### src/rtl/alu_seq.sv
// -----------------------------------------------------------------------------
// alu_seq -- operation sequencer for the 8-bit datapath ALU.
//
// Accepts an operation from the decoder and holds the ALU select for the
// operation's execute latency. It then requests the shared bus and drives the
// ALU result onto it for exactly one cycle. Completion, the zero flag and
// divide-by-zero are reported as registered outputs. Every output is a
// register, so there is no combinational path from an input to an output.
//
// Ports:
//   clk       in   system clock, all state on the rising edge
//   clr_n     in   asynchronous active-low reset
//   start     in   operation request, sampled only in IDLE
//   op        in   [1:0] 00 ADD, 01 SUB, 10 MLT, 11 DIV
//   reg_b     in   [WIDTH-1:0] register B, used for the divide-by-zero check
//   alu_res   in   [WIDTH-1:0] ALU result register, used for the zero flag
//   bus_gnt   in   grant from the bus arbiter
//   alu_sel   out  [1:0] select to the ALU, held from acceptance through DRIVE
//   alu_en    out  ALU bus output enable (one cycle)
//   bus_req   out  bus request to the arbiter
//   busy      out  operation in progress
//   done      out  one-cycle completion pulse
//   err_div0  out  one-cycle pulse for DIV with reg_b == 0
//   flag_z    out  zero flag of the last completed result
// -----------------------------------------------------------------------------
module alu_seq #(
    parameter int WIDTH   = 8,
    parameter int MUL_LAT = 2,
    parameter int DIV_LAT = 4
) (
    input  logic             clk,
    input  logic             clr_n,
    input  logic             start,
    input  logic [1:0]       op,
    input  logic [WIDTH-1:0] reg_b,
    input  logic [WIDTH-1:0] alu_res,
    input  logic             bus_gnt,
    output logic [1:0]       alu_sel,
    output logic             alu_en,
    output logic             bus_req,
    output logic             busy,
    output logic             done,
    output logic             err_div0,
    output logic             flag_z
);

    localparam logic [1:0] OP_MLT = 2'b10;
    localparam logic [1:0] OP_DIV = 2'b11;

    // The counter holds lat-1, so log2 of the largest latency is enough.
    localparam int MAX_LAT = (MUL_LAT > DIV_LAT) ? MUL_LAT : DIV_LAT;
    localparam int CNT_W   = (MAX_LAT > 1) ? $clog2(MAX_LAT) : 1;

    localparam logic [CNT_W-1:0] MUL_CNT = CNT_W'(MUL_LAT - 1);
    localparam logic [CNT_W-1:0] DIV_CNT = CNT_W'(DIV_LAT - 1);

    typedef enum logic [1:0] {
        S_IDLE,
        S_EXEC,
        S_REQ,
        S_DRIVE
    } state_e;

    state_e           state;
    logic [CNT_W-1:0] cnt;

    // Each output is set on the edge that enters the state in which the
    // output is active. This keeps the outputs registered and Moore-style.
    always_ff @(posedge clk or negedge clr_n) begin
        if (!clr_n) begin
            state    <= S_IDLE;
            cnt      <= '0;
            alu_sel  <= 2'b00;
            alu_en   <= 1'b0;
            bus_req  <= 1'b0;
            busy     <= 1'b0;
            done     <= 1'b0;
            err_div0 <= 1'b0;
            flag_z   <= 1'b0;
        end else begin
            // NOTE: sequential state uses non-blocking assignments only. The
            // pulse outputs get a default here and are overridden below, so
            // each of them stays high for a single cycle.
            done     <= 1'b0;
            err_div0 <= 1'b0;

            unique case (state)
                S_IDLE: begin
                    if (start) begin
                        alu_sel <= op;
                        if (op == OP_DIV && reg_b == '0) begin
                            // Rejected at once: report the error and complete
                            // without executing or touching the bus.
                            err_div0 <= 1'b1;
                            done     <= 1'b1;
                        end else begin
                            state <= S_EXEC;
                            busy  <= 1'b1;
                            if (op == OP_MLT)      cnt <= MUL_CNT;
                            else if (op == OP_DIV) cnt <= DIV_CNT;
                            else                   cnt <= '0;
                        end
                    end
                end

                S_EXEC: begin
                    if (cnt == '0) begin
                        state   <= S_REQ;
                        bus_req <= 1'b1;
                    end else begin
                        cnt <= cnt - 1'b1;
                    end
                end

                S_REQ: begin
                    if (bus_gnt) begin
                        state  <= S_DRIVE;
                        alu_en <= 1'b1;
                    end
                end

                S_DRIVE: begin
                    // The result sits on the bus during DRIVE. Capture its zero
                    // status as that cycle ends.
                    state   <= S_IDLE;
                    alu_en  <= 1'b0;
                    bus_req <= 1'b0;
                    busy    <= 1'b0;
                    done    <= 1'b1;
                    flag_z  <= (alu_res == '0);
                end

                default: state <= S_IDLE;
            endcase
        end
    end

endmodule
### config.mk
export PLATFORM = sky130hd
export DESIGN_NAME = alu_seq
export DESIGN_NICKNAME = d
export VERILOG_FILES = /design/src/rtl/alu_seq.sv
export SDC_FILE = /design/constraint.sdc
export NUM_CORES = 1
export LEC_CHECK = 0
export ABC_AREA = 1
export CORE_MARGIN = 2
export CORE_UTILIZATION = 45
export CTS_BUF_LIST = sky130_fd_sc_hd__clkbuf_4 sky130_fd_sc_hd__clkbuf_8
export CTS_CLUSTER_DIAMETER = 50
export CTS_CLUSTER_SIZE = 14
export DETAILED_ROUTE_END_ITERATION = 16
export HOLD_SLACK_MARGIN = 0.03
export PLACE_DENSITY = 0.84
export SYNTH_ARGS = -nofsm -noshare
export SYNTH_HDL_FRONTEND = slang
export SYNTH_SLANG_ARGS = --single-unit
### constraint.sdc
create_clock -name clk -period 2.4 [get_ports clk]
set_input_delay 0.48 -clock clk [delete_from_list [all_inputs] [get_ports clk]]
set_output_delay 0.48 -clock clk [all_outputs]
set_load 0.02 [all_outputs]
# Word level (Yosys, flattened, before mapping)
# Index checks and enable logic that the tools add are counted.
totals:
  ff_bits: 12
  in_bits: 22
  out_inout_bits: 8
  word_cells: 57
op_classes:
  n_addsub: 1
  eq_ne: 10
  mux: 22
  n_reduce_logical: 15
op_table:
  columns: ["cell", "count"]
  rows:
  - ["$mux 2", 9]
  - ["$logic_not 8->1", 2]
  - ["$ne 2x2->1 const B", 5]
  - ["$eq 2x2->1 const B", 4]
  - ["$pmux 1 s2", 4]
  - ["$pmux 2 s4", 1]
  - ["$reduce_and 4->1", 2]
  - ["$reduce_bool 2->1", 4]
  - ["$mux 1", 7]
  - ["$reduce_and 2->1", 3]
  - ["$logic_not 2->1", 2]
  - ["$pmux 2 s2", 1]
  - ["$reduce_and 3->1", 1]
  - ["$eq 2x1->1 const B", 1]
  - ["$sub 2x1->2 const B", 1]
  - ["$logic_and 1x1->1", 1]

# Logic depth before layout (Yosys ltp)
# Gate-level depths: netlist of the first run.
depth:
  word_depth: 6
  depth_mapped: 8
  depth_no_buf: 8

# Worst setup path after synthesis of the first run
# No wires, ideal clock.
synth_path:
  kind: "register to register"
  startpoint: "register state[0]"
  endpoint: "register state[1]"
  t_arrival_ns: 1.194
  path_slack_ns: 1.089
  path_stages_with_launch: 8
  cell_sequence: "dfrtp_1 inv_1 ha_1 inv_2 or2_0 buf_6 nand4_1 nand2_1"
synth_between:
  elab_chain_cells: 3
  word_cells_on_any_way: 10
  cone_classes: "eq/ne: 7; mux: 1; reduce/logical: 2"
synth_rtl:
  columns: ["element", "line", "text"]
  rows:
  - ["start: declaration", "64", "state_e state;"]
  - ["start signal: assignment", "71", "state <= S_IDLE;"]
  - ["start signal: assignment", "97", "state <= S_EXEC;"]
  - ["start signal: assignment", "108", "state <= S_REQ;"]
  - ["$eq 2x1->1 (tied with other cells)", "87", "unique case (state)"]
  - ["$ne 2x2->1 (no source line)", null, null]
  - ["$reduce_and 4->1 (no source line)", null, null]
# Parallel ways exist; a longest one is shown, timed or not.
# A chain may end at the register's enable or synchronous reset.

# Worst setup path in the final report of the first run
layout_path:
  startpoint: "register flag_z"
  endpoint: "output port flag_z"
layout_lines:
  columns: ["element", "line", "text"]
  rows:
  - ["start: declaration", "44", "output logic flag_z"]
  - ["start signal: assignment", "130", "flag_z <= (alu_res == '0);"]
# No word-level cell between the ends.

==> qor.yml, run 1 <==
routing:
  ant_nets: 0
  wirelength_um: 1510
  firstDrtPassIters: 4
  route.detailed.drc: 0
  vias_per_cell: 4.96
  dr_total_vias: 679
  wl_per_cell_um: 11.0
  first_iter_violations: 6
die:
  rows: 14
  die_h_um: 44.0
  io_pins: 30
  initial_core_util_pct: 47.7
  die_w_um: 44.0
  core-area_sq_um: 1510
  die_area_sq_um: 1930
finish:
  layout_commonest_cell: "clkdlybuf4s50_1"
  drive_gt1_share_pct: 8.26
  postLayoutCoreUtil_pct: 69.0
  n_antenna_cell: 0
  fill_cells: 145
  syn_to_final_growth_pct: 44.8
  final_cell_mix: "clkdlybuf4s50_1 (29), nand2_1 (23), inv_1 (15), dfrtp_1 (12), nor2_1 (8)"
  num-nets-final: 150
sta:
  clock.fmax_ghz: 0.589
  period_minus_slack_ns: 1.70
  rsz0062_at_grt: "no"
  final-setup-viol-count: 0
  fin_worst_skew_ns: 0.00472
  hold_violations: 0
  max_slew.worst_pin.slew_ns: 0.525
  finalCritPeriodShare_pct: 70.7
  finalSetupTns_ns: 0
  drv_slew: 0
  slew-limit-headroom_pct: 64.9
worst_setup_path:
  cpPeakStageDelay_ns: 0.60
  r2r_cells: 7
  crit_family: "buffers and inverters"
  worstReg2RegEnd: "cnt[1]"
  crit_chain: "clkdlybuf4s50_1"
  required_ns: 1.92
  cp-start-kind: "flop"
  rr_startpoint: "state[0]"
  arrival_ns: 1.22
  cp_slowest_cell: "clkdlybuf4s50_1"
  rrSetupSlack_ns: 0.85
  critPathBufInv: 1
  cp-end-kind: "primary output"
  critPathMaxFanout: 2
  worstSetupPathType: "flop to primary output"
synthesis:
  synth_cells: 90
  synth_top_area_share_pct: 41.8
  syn_nets: 117
  avgSynthCellArea_sq_um: 7.98
  synth_cell_types: 19
  ys_ff_latch: 12
  ys_seq_area_share_pct: 41.8
  synth_warnings: 0
  synth_area_leaders: "dfrtp_1 (42%), nand2_1 (12%), ha_1 (8.7%)"
  yosys.area.top_type: "dfrtp_1"
  syn_area_sq_um: 718
grt:
  grt_max_degree: 13
  grt_pass1_vias: 607
  grtUsageTotal_pct: 16.6
  grt_util_met3_pct: 2.92
  top_usage_layer: "met2"
  grtUsageMet1_pct: 15.3
  use_met2_pct: 32.1
  grt_pass1_wl_um: 2260
  grt_overflow: 0
  antenna_found_initial: 0
pwr:
  p_per_area_nw_per_um2: 1030
  leakagePower_nw: 0.515
  vdd_drop_max_mv: 0.600
  totalPowerFinal_w: 0.00107
job:
  maxCapViolCount: 0
run_status:
  status: "complete, no violations"
clocking:
  cts_buffers: 3
  cts_resized: 0
  cts_hold_buf: 0
  clock-sinks: 12
  clk_latency_ns: 0.27
  cts.reportedPaths.clkPinSlew_ns: 0.07
  cts_htree_levels: 1
  clockBufferDepth: 2
  post_cts_buffers: 0
  cts-root-buf: "clkbuf_4"
  tritoncts: "done"
hold_path:
  holdCritStartpoint: "cnt[1]"
  holdCritPathClass: "flop to flop"
  hold_end: "cnt[1]"
  holdPathStages: 2
placed_design:
  dp_hpwl_um: 1260
  port_buffers: 29
  gp_congestion: 0.789
## worst max-delay path by stage
stage | startpoint | to | slack, ns | depth (start not counted)
2_1_floorplan | state[0] | state[1] | 1.09 | 7
3_3_place_gp | start | state[0] | 0.71 | 5
3_5_place_dp | start | cnt[1] | 0.70 | 5
4_1_cts | flag_z | flag_z | 0.69 | 1
5_1_grt | flag_z | flag_z | 0.65 | 1
6_report | flag_z | flag_z | 0.70 | 1
## per-stage QoR
step / hold slack [ns] / cells / instance area [sq um] / setup slack, ns
global route: 0.514 / 137 / 1040 / 0.653
detailed placement: 0.470 / 134 / 1020 / 0.699
global placement: 0.463 / 134 / 1020 / 0.713
finish: 0.479 / 137 / 1040 / 0.703
floorplan: 0.184 / 90 / 718 / 1.09
CTS: 0.486 / 137 / 1040 / 0.688
## where the power goes
group | internal (W) | switching (W)
registers | 0.000288 | 0.0000487
logic | 0.000284 | 0.000330
clock network | 0.0000580 | 0.0000595
## registers in the layout, summed over array words and instances, names as in the netlist
name / count
busy: 1
alu_en: 1
err_div0: 1
flag_z: 1
done: 1
state: 2
bus_req: 1
cnt: 2
alu_sel: 2
## logic make-up after synthesis
family / count (synthesis) / synth area share, %
compound gates: 9 / 7.14
buf+inv: 17 / 9.93
flops: 12 / 41.8
fa+ha+maj: 5 / 8.71
mux: 2 / 3.14
simple gates: 45 / 29.3
## layout make-up
cell class | count | area, sq um | area share [%]
clock buffers | 3 | 22.5 | 2.17
inverters | 16 | 60.1 | 5.78
flip-flops and latches | 12 | 300 | 28.9
multi-input cells | 61 | 347 | 33.3
well taps | 16 | 20.0 | 1.93
repair buffers | 29 | 290 | 27.9
## Yosys cell counts
cell type	number
nor2_1	8
nor4_1	1
nand3_2	3
or2_0	1
mux2_2	2
o21ai_0	6
and2_1	1
o21ba_2	1
inv_2	1
dfrtp_1	12
nand3_1	3
a21oi_1	1
nand4_1	4
nand2_1	23
inv_1	15
ha_1	5
buf_6	1
o22ai_1	1
nor3_1	1
## layer usage
metal / routed length [um] / share of wire [%]
met5: 0 / 0
met4: 48 / 3.2
met3: 131 / 8.7
met2: 774 / 51
met1: 551 / 37
(Power assumes the default switching activity.)
==> run 2: changes to the inputs <==
Settings changed: CORE_UTILIZATION 45 to 39, PLACE_DENSITY 0.84 to 0.77.
Clock period 2.4 ns to 1.4 ns, I/O delays scaled along.
==> qor.yml, run 2 (synthesis gave the netlist of run 1 again) <==
run_status:
  status: "complete, no violations"
clocking:
  clk_latency_ns: 0.27
  cts_buffers: 3
  cts_htree_levels: 1
  tritoncts: "done"
  clockBufferDepth: 2
  cts-root-buf: "clkbuf_4"
  clock-sinks: 12
  cts.reportedPaths.clkPinSlew_ns: 0.08
  cts_hold_buf: 0
worst_setup_path:
  worstSetupPathType: "flop to flop"
  required_ns: 1.61
  critPathMaxFanout: 5
  cp-end-kind: "flop"
  rr_startpoint: "state[0]"
  r2r_cells: 8
  arrival_ns: 1.56
  rrSetupSlack_ns: 0.06
  worstReg2RegEnd: "cnt[1]"
  cp-start-kind: "flop"
die:
  io_pins: 30
  rows: 15
  die_area_sq_um: 2200
  core-area_sq_um: 1730
  die_h_um: 46.9
  die_w_um: 46.9
  initial_core_util_pct: 41.6
sta:
  hold_violations: 0
  clock.fmax_ghz: 0.745
  finalCritPeriodShare_pct: 95.8
  final-setup-viol-count: 0
  max_slew.worst_pin.slew_ns: 0.237
  period_minus_slack_ns: 1.34
  fin_worst_skew_ns: 0.00342
  whs_ns: 0.309
  drv_slew: 0
  slew-limit-headroom_pct: 84.0
  fin_ws_ns: 0.0585
placed_design:
  place_area_sq_um: 1080
  gp_congestion: 0.840
  port_buffers: 29
  dpl_worst_slack_ns: -0.100
  dp_hpwl_um: 1320
grt:
  grt_pass1_vias: 633
  grtUsageTotal_pct: 15.5
  grt_pass1_wl_um: 2420
  antenna_found_initial: 0
  grt_max_degree: 13
  grt_overflow: 0
finish:
  n_antenna_cell: 0
  drive_gt1_share_pct: 20.6
  num-nets-final: 159
  largestRegisters: "alu_sel x2, cnt x2, state x2"
  register_area_sq_um: 300
  layout_commonest_cell: "nand2_1"
  fill_cells: 153
  postLayoutCoreUtil_pct: 65.8
  final_area_sq_um: 1140
  multi_input_area_sq_um: 360
  final_cell_mix: "nand2_1 (22), clkdlybuf4s50_1 (21), inv_1 (13), dfrtp_1 (12), buf_4 (9)"
  syn_to_final_growth_pct: 58.2
routing:
  dr_total_vias: 737
  route.detailed.drc: 0
  first_iter_violations: 10
  firstDrtPassIters: 6
  wirelength_um: 1700
  ant_nets: 0
  wl_per_cell_um: 10.9
  vias_per_cell: 4.72
pwr:
  leakagePower_nw: 0.587
  p_per_area_nw_per_um2: 1800
  pwr-share-clk_pct: 13.5
  p_sw_share_pct: 40.7
  p_seq_share_pct: 27.1
  vdd_drop_max_mv: 0.861
  switchingPower_w: 0.000833
  p_comb_share_pct: 59.5
  p_int_w: 0.00121
hold_path:
  holdCritPathClass: "input pin to async pin"
job:
  maxCapViolCount: 0
[run 2: cell count changes in the layout (fill, tap and decap cells not counted), moves of 2 or more]
cell             change
ha_1                 -2
clkdlybuf4s50_1      -8
inv_1                -2
dlygate4sd2_1        +8
ha_2                 +2
inv_2                +2
buf_4                +9
[run 2: critical path, stage by stage (launching register included)]
cell	delay (ns)
dfrtp_1	0.38
buf_4	0.15
ha_2	0.18
inv_2	0.10
buf_4	0.13
nand2_1	0.05
o21ai_0	0.08
nand4_1	0.13
nand2_1	0.08
[run 2: how the worst max path moves through the flow]
stage	from	end	slack [ns]	depth (start not counted)
after floorplan	state[0]	state[1]	0.09	7
after global placement	start	cnt[0]	-0.07	5
after detailed placement	start	cnt[1]	-0.10	5
after CTS	state[0]	state[1]	-0.01	8
after global routing	state[0]	state[0]	-0.02	9
final	state[0]	cnt[1]	0.06	8
[run 2: area by class of cell]
cell class | instances | share of cell area, %
well taps | 25 | 2.75
clock buffers | 4 | 3.19
multi-input cells | 61 | 31.7
inverters | 16 | 5.29
flip-flops and latches | 12 | 26.4
repair buffers | 38 | 30.6
[run 2: repair_timing]
item,4_1_cts,5_1_grt
setup buffers,0,2
gates resized for setup,9,7
setup endpoints to repair,13,8
[run 2: per-layer routing]
| metal | up-vias | global-route usage (%) | part of all wire, % |
|---|---|---|---|
| met3 | 2 | 3.85 | 9.3 |
| met1 | 332 | 15.6 | 38 |
| met2 | 36 | 30.4 | 52 |
| li1 | 367 | - | - |
| met5 | - | 0 | 0 |
| met4 | 0 | 5.00 | 1.2 |
[run 2: metrics by stage]
| stage | total power (W) | std cells | setup TNS, ns |
|---|---|---|---|
| final | 0.00205 | 156 | 0 |
| after global routing | 0.00221 | 156 | -0.0317 |
| after CTS | 0.00195 | 154 | -0.0316 |
| after detailed placement | 0.00174 | 150 | -0.459 |
| after global placement | 0.00170 | 150 | -0.291 |
| after floorplan | 0.00129 | 90 | 0 |
[run 2: power by group through the flow]
stage	logic, W	registers, W	clock network [W]
finish	0.00122	0.000554	0.000275
global route	0.00134	0.000570	0.000303
CTS	0.00112	0.000556	0.000283
detailed placement	0.00117	0.000566	0
global placement	0.00114	0.000563	0
floorplan	0.000608	0.000681	0
